## src/rtl/ccu_snoop_collector.sv

```systemverilog
//------------------------------------------------------------------------------
// Module      : ccu_snoop_collector
// Description : Snoop fan-out / fan-in stage behind the CCU control FSM.
//               Broadcasts one AC snoop request to every master except the
//               initiator, collects one CR response per snooped port, merges
//               the responses into a single summary, and forwards the CD
//               burst of the lowest-index port that returned data. CD bursts
//               from any other data-returning port are drained and dropped.
// Ports       : clk_i/rst_ni          clock, async active-low reset
//               ac_*                  snoop request from the FSM
//               snp_ac_*              per-port AC broadcast (shared payload)
//               snp_cr_*              per-port CR responses
//               snp_cd_*              per-port CD data
//               rsp_*                 aggregated response to the FSM
//               data_*                forwarded CD stream
// Options     : CCU_SNOOP_TIMEOUT_EN  enables a CR wait limit of
//                                     TimeoutCycles; on expiry the response
//                                     is emitted with rsp_error_o set.
// Revision    : 1.0  initial release
//------------------------------------------------------------------------------
`default_nettype none

module ccu_snoop_collector #(
  parameter int unsigned NoMstPorts    = 4,
  parameter int unsigned AddrWidth     = 64,
  parameter int unsigned DataWidth     = 64,
  parameter int unsigned TimeoutCycles = 256,
  localparam int unsigned IdxWidth     = (NoMstPorts > 1) ? $clog2(NoMstPorts) : 1
) (
  input  logic                            clk_i,
  input  logic                            rst_ni,
  // snoop request from the FSM
  input  logic                            ac_valid_i,
  output logic                            ac_ready_o,
  input  logic [AddrWidth-1:0]            ac_addr_i,
  input  logic [3:0]                      ac_snoop_i,
  input  logic [2:0]                      ac_prot_i,
  input  logic [IdxWidth-1:0]             init_idx_i,
  // per-port AC
  output logic [NoMstPorts-1:0]           snp_ac_valid_o,
  input  logic [NoMstPorts-1:0]           snp_ac_ready_i,
  output logic [AddrWidth-1:0]            snp_ac_addr_o,
  output logic [3:0]                      snp_ac_snoop_o,
  output logic [2:0]                      snp_ac_prot_o,
  // per-port CR
  input  logic [NoMstPorts-1:0]           snp_cr_valid_i,
  output logic [NoMstPorts-1:0]           snp_cr_ready_o,
  input  logic [5*NoMstPorts-1:0]         snp_cr_resp_i,
  // per-port CD
  input  logic [NoMstPorts-1:0]           snp_cd_valid_i,
  output logic [NoMstPorts-1:0]           snp_cd_ready_o,
  input  logic [DataWidth*NoMstPorts-1:0] snp_cd_data_i,
  input  logic [NoMstPorts-1:0]           snp_cd_last_i,
  // aggregated response
  output logic                            rsp_valid_o,
  input  logic                            rsp_ready_i,
  output logic                            rsp_data_avail_o,
  output logic                            rsp_dirty_o,
  output logic                            rsp_shared_o,
  output logic                            rsp_error_o,
  output logic [IdxWidth-1:0]             rsp_src_o,
  // forwarded data
  output logic                            data_valid_o,
  input  logic                            data_ready_i,
  output logic [DataWidth-1:0]            data_o,
  output logic                            data_last_o
);

  typedef enum logic [1:0] {
    ST_IDLE  = 2'd0,
    ST_SNOOP = 2'd1,
    ST_RESP  = 2'd2,
    ST_DATA  = 2'd3
  } state_e;

  state_e r_state, w_state_nxt;

  logic [AddrWidth-1:0]  r_addr;
  logic [3:0]            r_snoop;
  logic [2:0]            r_prot;
  logic [NoMstPorts-1:0] r_target, r_ac_sent, r_cr_got, r_data_mask;
  logic                  r_avail, r_dirty, r_shared, r_error;
  logic [IdxWidth-1:0]   r_src;

  logic [NoMstPorts-1:0] w_target_new;
  logic [NoMstPorts-1:0] w_rsp_dt, w_rsp_err, w_rsp_dirty, w_rsp_shared, w_rsp_unique;
  logic [NoMstPorts-1:0] w_ac_valid, w_cr_ready, w_cd_ready;
  logic [NoMstPorts-1:0] w_ac_hs, w_cr_hs, w_cd_last_hs, w_dm_snoop;
  logic                  w_ac_ready, w_rsp_valid, w_data_valid, w_data_last;
  logic [DataWidth-1:0]  w_data;
  logic                  w_timeout, w_to_idle;
  logic                  w_unused_was_unique;

  // Lowest set bit of a port mask; callers guarantee the mask is non-zero.
  function automatic logic [IdxWidth-1:0] f_lowest(input logic [NoMstPorts-1:0] m);
    f_lowest = '0;
    for (int i = int'(NoMstPorts) - 1; i >= 0; i--) begin
      if (m[i]) f_lowest = IdxWidth'(i);
    end
  endfunction

  // Target mask: every port except the initiator. An out-of-range index
  // matches no port, so nobody is excluded.
  always_comb begin
    w_target_new = '0;
    for (int i = 0; i < int'(NoMstPorts); i++) begin
      w_target_new[i] = (init_idx_i != IdxWidth'(i));
    end
  end

  // Unpack CRRESP fields per port.
  always_comb begin
    w_rsp_dt     = '0;
    w_rsp_err    = '0;
    w_rsp_dirty  = '0;
    w_rsp_shared = '0;
    w_rsp_unique = '0;
    for (int i = 0; i < int'(NoMstPorts); i++) begin
      w_rsp_dt[i]     = snp_cr_resp_i[5*i + 0];
      w_rsp_err[i]    = snp_cr_resp_i[5*i + 1];
      w_rsp_dirty[i]  = snp_cr_resp_i[5*i + 2];
      w_rsp_shared[i] = snp_cr_resp_i[5*i + 3];
      w_rsp_unique[i] = snp_cr_resp_i[5*i + 4];
    end
  end

  // WasUnique carries no meaning for the aggregated summary.
  assign w_unused_was_unique = ^w_rsp_unique;

`ifdef CCU_SNOOP_TIMEOUT_EN
  localparam int unsigned CntWidth = $clog2(TimeoutCycles) + 1;
  logic [CntWidth-1:0] r_cnt;

  always_ff @(posedge clk_i or negedge rst_ni) begin
    if (!rst_ni) begin
      r_cnt <= '0;
    end else if (r_state == ST_IDLE) begin
      r_cnt <= '0;
    end else if (r_state == ST_SNOOP) begin
      r_cnt <= r_cnt + 1'b1;
    end
  end
`else
  logic [31:0] w_unused_timeout;
  assign w_unused_timeout = TimeoutCycles;
`endif

  // State register
  always_ff @(posedge clk_i or negedge rst_ni) begin
    if (!rst_ni) r_state <= ST_IDLE;
    else         r_state <= w_state_nxt;
  end

  // Next state and handshake decode
  always_comb begin
    w_state_nxt  = r_state;
    w_ac_ready   = 1'b0;
    w_ac_valid   = '0;
    w_cr_ready   = '0;
    w_cd_ready   = '0;
    w_ac_hs      = '0;
    w_cr_hs      = '0;
    w_cd_last_hs = '0;
    w_rsp_valid  = 1'b0;
    w_data_valid = 1'b0;
    w_data       = '0;
    w_data_last  = 1'b0;
    w_timeout    = 1'b0;
    case (r_state)
      ST_IDLE: begin
        w_ac_ready = 1'b1;
        if (ac_valid_i) w_state_nxt = (w_target_new == '0) ? ST_RESP : ST_SNOOP;
      end
      ST_SNOOP: begin
        w_ac_valid = r_target & ~r_ac_sent;
        // CR is only taken once the AC for that port has been sent in an
        // earlier cycle.
        w_cr_ready = r_ac_sent & ~r_cr_got;
        w_ac_hs    = w_ac_valid & snp_ac_ready_i;
        w_cr_hs    = w_cr_ready & snp_cr_valid_i;
        if ((r_cr_got | w_cr_hs) == r_target) begin
          w_state_nxt = ST_RESP;
        end
`ifdef CCU_SNOOP_TIMEOUT_EN
        else if (r_cnt == CntWidth'(TimeoutCycles - 1)) begin
          w_timeout   = 1'b1;
          w_state_nxt = ST_RESP;
        end
`endif
      end
      ST_RESP: begin
        w_rsp_valid = 1'b1;
        if (rsp_ready_i) w_state_nxt = (r_data_mask != '0) ? ST_DATA : ST_IDLE;
      end
      ST_DATA: begin
        for (int i = 0; i < int'(NoMstPorts); i++) begin
          if (r_data_mask[i]) begin
            if (r_src == IdxWidth'(i)) begin
              w_cd_ready[i] = data_ready_i;
              w_data_valid  = snp_cd_valid_i[i];
              w_data        = snp_cd_data_i[i*DataWidth +: DataWidth];
              w_data_last   = snp_cd_last_i[i];
            end else begin
              w_cd_ready[i] = 1'b1;  // drain and discard
            end
          end
        end
        w_cd_last_hs = w_cd_ready & snp_cd_valid_i & snp_cd_last_i;
        if ((r_data_mask & ~w_cd_last_hs) == '0) w_state_nxt = ST_IDLE;
      end
      default: w_state_nxt = ST_IDLE;
    endcase
  end

  assign w_dm_snoop = r_data_mask | (w_cr_hs & w_rsp_dt);
  assign w_to_idle  = (r_state != ST_IDLE) && (w_state_nxt == ST_IDLE);

  // Request payload, port masks and response summary
  always_ff @(posedge clk_i or negedge rst_ni) begin
    if (!rst_ni) begin
      r_addr      <= '0;
      r_snoop     <= '0;
      r_prot      <= '0;
      r_target    <= '0;
      r_ac_sent   <= '0;
      r_cr_got    <= '0;
      r_data_mask <= '0;
      r_avail     <= 1'b0;
      r_dirty     <= 1'b0;
      r_shared    <= 1'b0;
      r_error     <= 1'b0;
      r_src       <= '0;
    end else if (w_to_idle) begin
      r_addr      <= '0;
      r_snoop     <= '0;
      r_prot      <= '0;
      r_target    <= '0;
      r_ac_sent   <= '0;
      r_cr_got    <= '0;
      r_data_mask <= '0;
      r_avail     <= 1'b0;
      r_dirty     <= 1'b0;
      r_shared    <= 1'b0;
      r_error     <= 1'b0;
      r_src       <= '0;
    end else begin
      case (r_state)
        ST_IDLE: begin
          if (ac_valid_i) begin
            r_addr      <= ac_addr_i;
            r_snoop     <= ac_snoop_i;
            r_prot      <= ac_prot_i;
            r_target    <= w_target_new;
            r_ac_sent   <= '0;
            r_cr_got    <= '0;
            r_data_mask <= '0;
            r_avail     <= 1'b0;
            r_dirty     <= 1'b0;
            r_shared    <= 1'b0;
            r_error     <= 1'b0;
            r_src       <= '0;
          end
        end
        ST_SNOOP: begin
          r_ac_sent   <= r_ac_sent | w_ac_hs;
          r_cr_got    <= r_cr_got | w_cr_hs;
          r_data_mask <= w_dm_snoop;
          // Recomputing from the whole mask keeps the lowest data port even
          // when a lower port reports after a higher one.
          if (w_dm_snoop != '0) r_src <= f_lowest(w_dm_snoop);
          r_avail  <= r_avail  | (|(w_cr_hs & w_rsp_dt));
          r_dirty  <= r_dirty  | (|(w_cr_hs & w_rsp_dirty));
          r_shared <= r_shared | (|(w_cr_hs & w_rsp_shared));
          r_error  <= r_error  | (|(w_cr_hs & w_rsp_err)) | w_timeout;
        end
        ST_DATA: begin
          r_data_mask <= r_data_mask & ~w_cd_last_hs;
        end
        default: begin
        end
      endcase
    end
  end

  assign ac_ready_o       = w_ac_ready;
  assign snp_ac_valid_o   = w_ac_valid;
  assign snp_ac_addr_o    = r_addr;
  assign snp_ac_snoop_o   = r_snoop;
  assign snp_ac_prot_o    = r_prot;
  assign snp_cr_ready_o   = w_cr_ready;
  assign snp_cd_ready_o   = w_cd_ready;
  assign rsp_valid_o      = w_rsp_valid;
  assign rsp_data_avail_o = r_avail;
  assign rsp_dirty_o      = r_dirty;
  assign rsp_shared_o     = r_shared;
  assign rsp_error_o      = r_error;
  assign rsp_src_o        = r_src;
  assign data_valid_o     = w_data_valid;
  assign data_o           = w_data;
  assign data_last_o      = w_data_last;

endmodule

`default_nettype wire
```

## config.mk

```make
export PLATFORM = sky130hd
export DESIGN_NAME = ccu_snoop_collector
export DESIGN_NICKNAME = d
export VERILOG_FILES = /design/src/rtl/ccu_snoop_collector.sv
export SDC_FILE = /design/constraint.sdc
export NUM_CORES = 1
export LEC_CHECK = 0
export ABC_AREA = 1
export BUFFER_PORTS_ARGS = -buffer_cell sky130_fd_sc_hd__buf_2
export CAP_MARGIN = 40
export CORE_AREA = 2 2 208 210
export DETAILED_ROUTE_END_ITERATION = 8
export DIE_AREA = 0 0 210 212
export GPL_TIMING_DRIVEN = 0
export SLEW_MARGIN = 20
export SYNTH_ARGS = -nofsm -noshare
export SYNTH_HDL_FRONTEND = slang
export SYNTH_SLANG_ARGS = --single-unit
```

## constraint.sdc

```tcl
create_clock -name clk_i -period 5 [get_ports clk_i]
set_input_delay 1 -clock clk_i [delete_from_list [all_inputs] [get_ports clk_i]]
set_output_delay 1 -clock clk_i [all_outputs]
set_load 0.02 [all_outputs]
```

==> flow_results.org <==
** Clock tree
- Largest buffer count on any clock path :: 2
- H-tree depth :: 3
- Number of buffers inserted for hold repair after clock tree synthesis :: 0
- The clock net in this run drives a total of 95 sinks.
- For the worst-skew pair, the clock arrives at the later sink with an insertion delay of between 0.3 and 0.4 ns.
- CTS placed an instance of sky130_fd_sc_hd__clkbuf_16 at the clock tree root.
- Post-cts repair resize count :: 0
- TritonCTS clock tree :: done
- Post-CTS timing repair inserted 0 buffers for setup.
- Clock edge transition at the registers on the reported setup and hold paths :: approximately 0.070 ns
- Buffers inserted during clock tree synthesis total 9.

** Pwr
- Static Leakage :: 4.87 nW
- Dividing total power by cell area gives a power density of 433 mW/mm^2.
- Tot Pwr :: 4.43 mW
- IR analysis of the VDD net gives a maximum drop of approximately 470 uV.

** Setup path
- Type of element capturing the critical path :: primary output
- Start point of the critical path :: rsp_src_o[1]$_DFFE_PN0P_
- The most numerous cell type found on the critical path is sky130_fd_sc_hd__clkbuf_1.
- Class of the most critical setup path :: reg2out
- Crit path max-delay cell type :: sky130_fd_sc_hd__dfrtp_1
- STA puts the critical path data arrival time at 3.24 ns.
- The worst register-to-register path begins at r_state[0]$_DFF_PN0_.
- Critical path launch point type :: flip-flop
- The signal on the critical path passes through nand3_1 -> inv_1 -> clkbuf_1 -> clkbuf_1 -> nand2_1 -> a41oi_1 -> buf_2.
- Delay of the slowest cell on the worst path :: 0.60 ns
- Crit path required time :: 4.00 ns
- Largest fanout on the critical path :: 10

** Global route
- Global router's overall resource usage :: 16.6%
- Antenna violations before repair :: 14
- Entering global routing, the biggest net connects 57 pins.
- Summed over all layers, the global routing overflow is 0.
- First-pass GRT wire length :: 55.2 mm
- Number of global-route vias before repair :: 9,043

** Die
- Die area :: approximately 0.045 mm^2
- 527 I/O pins were placed.
- The region available for standard cell placement spans 0.0425 mm^2.
- Initial cell density of the core :: 15.4%
- Die outline width :: 210 um
- Count of standard-cell rows :: 76
- In this run the vertical extent of the chip is 212 um.

** Timing
- Period utilisation layout :: 84.8%
- Pins over their slew limit :: 0
- The clock period could shrink to 4.24 ns.
- Slew headroom :: roughly 46%
- Setup slack closes at 0.759 ns.
- Based on the critical path, the design can be clocked at up to 0.236 GHz.
- Transition at the pin with the smallest max-transition slack :: slightly above 0.8 ns
- Setup repair after global routing missed its margin :: no
- Setup TNS Final :: 0 ns
- The count of endpoints failing hold in the final timing report is 0.
- Across the routed clock network, the largest skew measured is approximately 0.015 ns.
- Final setup fails :: 0

** Yosys
- Of the synthesized area, sequential elements account for about 36%.
- Synthesized netlist cell count :: between 800 and 900
- Share of synthesized flip-flops with an asynchronous set or reset :: 100%
- Yosys synthesis warning count :: 0
- Mapped Nets :: 1,225
- Syn Std Cell Area :: ~0.0066 mm^2
- In the synthesized netlist the dominant register cell turns out to be sky130_fd_sc_hd__dfrtp_1.
- Area fraction of the dominant cell type after synthesis :: 36.2%
- Counting flops with a built-in enable in the synthesized netlist gives 0.
- Summed over all instances, the cell type with the most area after synthesis is sky130_fd_sc_hd__dfrtp_1.
- Counting flops and latches in the post-synthesis netlist gives 95.
- Number of distinct standard cells referenced by the synthesized netlist :: 30
- A synthesized cell averages 7.71 um^2.
- Largest cells by area after synthesis :: sky130_fd_sc_hd__dfrtp_1 36%, sky130_fd_sc_hd__nand2_1 9.2%, sky130_fd_sc_hd__a41oi_1 8.8%

** Job
- Max capacitance violation total :: 0

** Detailed routing
- Detailed routing placed a total of around 19 mm of wire on met2.
- Across all layers, the routed design uses 9,296 vias.
- Number of remaining DRC errors :: 0
- In the final routed layout, each cell accounts on average for 20.1 um.
- Post-route antenna net violation count :: 0
- Met3 wire length :: 3.37 mm
- The detailed router put a total of 15.1 mm of wire on met1.
- Routed Wire Length :: 39.1 mm
- The detailed router finished its first iteration with ~830 violations.
- Top metal layer carrying routed signals :: met5
- In the routed layout, each cell is associated on average with a via count of 4.78.
- TritonRoute pass-1 iters :: 5

** Placement
- Once detailed placement completed, the half-perimeter wirelength came to 31.9 mm.
- Including well taps, the total number of placed cells is about 1,900.
- Setup slack at placement :: 1.14 ns
- Count of input and output buffers :: 522
- At the end of routability-driven placement, the weighted congestion stood at between 1 and 1.5.

** Layout
- Area added between synthesis and finish :: 55.9%
- Reg area :: 0.00238 mm^2
- The count of cells in the finished layout, fillers not included, comes to 1,945.
- Fill cells in the final layout number 4,760.
- Cells with a size suffix above 1 make up 42.1% of the layout.
- Number of nets in the layout :: 1,759
- Once layout is complete, the utilization of the core stands at 24.1%.
- Summing all multi-input logic gate instances after layout gives ~0.0036 mm^2.

** Hold path
- Worst hold path startpoint :: snp_ac_addr_o[18]$_DFFE_PN0P_
- Min-Delay Path Class :: reg2reg

** Status
- Status :: finished clean
## Yosys cell counts (7+ instances only)
cell type                  instances
sky130_fd_sc_hd__a21oi_1          15
sky130_fd_sc_hd__a22o_1           63
sky130_fd_sc_hd__a22oi_2           7
sky130_fd_sc_hd__a41oi_1          66
sky130_fd_sc_hd__buf_1             9
sky130_fd_sc_hd__clkbuf_1         67
sky130_fd_sc_hd__dfrtp_1          95
sky130_fd_sc_hd__inv_1            45
sky130_fd_sc_hd__inv_2            16
sky130_fd_sc_hd__nand2_1         160
sky130_fd_sc_hd__nand3_1          94
sky130_fd_sc_hd__nand4_1          71
sky130_fd_sc_hd__nor2_1            8
sky130_fd_sc_hd__nor3_1           12
sky130_fd_sc_hd__o211ai_1          9
sky130_fd_sc_hd__o21ai_0          72
sky130_fd_sc_hd__o21ai_2          10
## logic make-up (layout without fill, tap and decap cells)
logic type	after synthesis	count (layout)	share of synthesized area, %
AOI/OAI and AO/OA	253	253	28.7
adders and majority gates	4	4	0.763
buffers and inverters	150	688	9.44
DFF	95	95	36.2
other	0	10	0
and+or+nand+nor	349	349	24.9
## per-stage QoR
step,cell area [um^2],hold slack [ns]
after global routing,10200,0.509
after CTS,10200,0.491
final,10200,0.489
after detailed placement,9890,0.474
after floorplan,6560,0.471
after global placement,9860,0.469
## metal layers
metal  global-route usage, %  vias to the layer above
met2                    28.3                      612
met3                    3.87                      107
li1                        -                     4222
met5                       0                        -
met4                    8.56                        4
met1                    19.4                     4351
## path summary, 6_finish.rpt
check,endpoint,slack (ns),cells after the start
setup / recovery,data_o[23],0.76,7
hold / removal,snp_ac_addr_o[18]$_DFFE_PN0P_,0.49,2
setup reg to reg,r_cr_got[3]$_DFFE_PN0P_,2.33,15
hold reg to reg,snp_ac_addr_o[18]$_DFFE_PN0P_,0.49,2
max in group asynchronous,snp_ac_addr_o[52]$_DFFE_PN0P_,3.83,2
min in group asynchronous,snp_ac_addr_o[14]$_DFFE_PN0P_,0.56,1
## cell type report
class | count | area share (%)
Clock inverter | 4 | 0.783
Sequential cell | 95 | 23.2
Antenna cell | 10 | 0.245
Clock buffer | 11 | 2.27
Inverter | 61 | 2.24
Multi-Input combinational cell | 606 | 34.9
Timing Repair Buffer | 523 | 25.9
Tap cell | 546 | 6.68
Buffer | 89 | 3.82
## placed cells by master, fill, tap and decap left out, drive strengths merged
master,netlist,routed
o211ai,9,9
buf,22,545
inv,61,62
a22oi,11,11
a31oi,1,1
a22o,63,63
bufinv,0,2
nand4,71,71
dfrtp,95,95
diode,0,10
ha,4,4
nand2,161,161
o21ai,84,84
a41oi,66,66
clkbuf,67,78
nand3,95,95
nor3,12,12
clkinv,0,1
a21o,1,1
nand3b,1,1
a21oi,15,15
o22ai,3,3
nor2,9,9
## flip-flops by register name (all words and copies together) (netlist names), 2 cells and up
signal,flops
r_data_mask,4
snp_ac_prot_o,3
r_cr_got,4
snp_ac_snoop_o,4
r_target,4
r_ac_sent,4
snp_ac_addr_o,64
rsp_src_o,2
r_state,2
## report_power, final
group | switching [mW] | leakage [nW] | internal (mW) | total, mW
logic | 1.55 | 3.46 | 0.839 | 2.39
registers | 0.214 | 1.26 | 1.08 | 1.29
clock network | 0.308 | 0.152 | 0.441 | 0.749
## critical path, delay by kind of cell, from the launching register on
family / cells / cell delay (ns)
buffers and inverters: 4 / 1.48
flip-flops: 1 / 0.60
AO/OA/AOI/OAI: 1 / 0.53
AND/OR/NAND/NOR: 2 / 0.28
(Power assumes the default switching activity.)
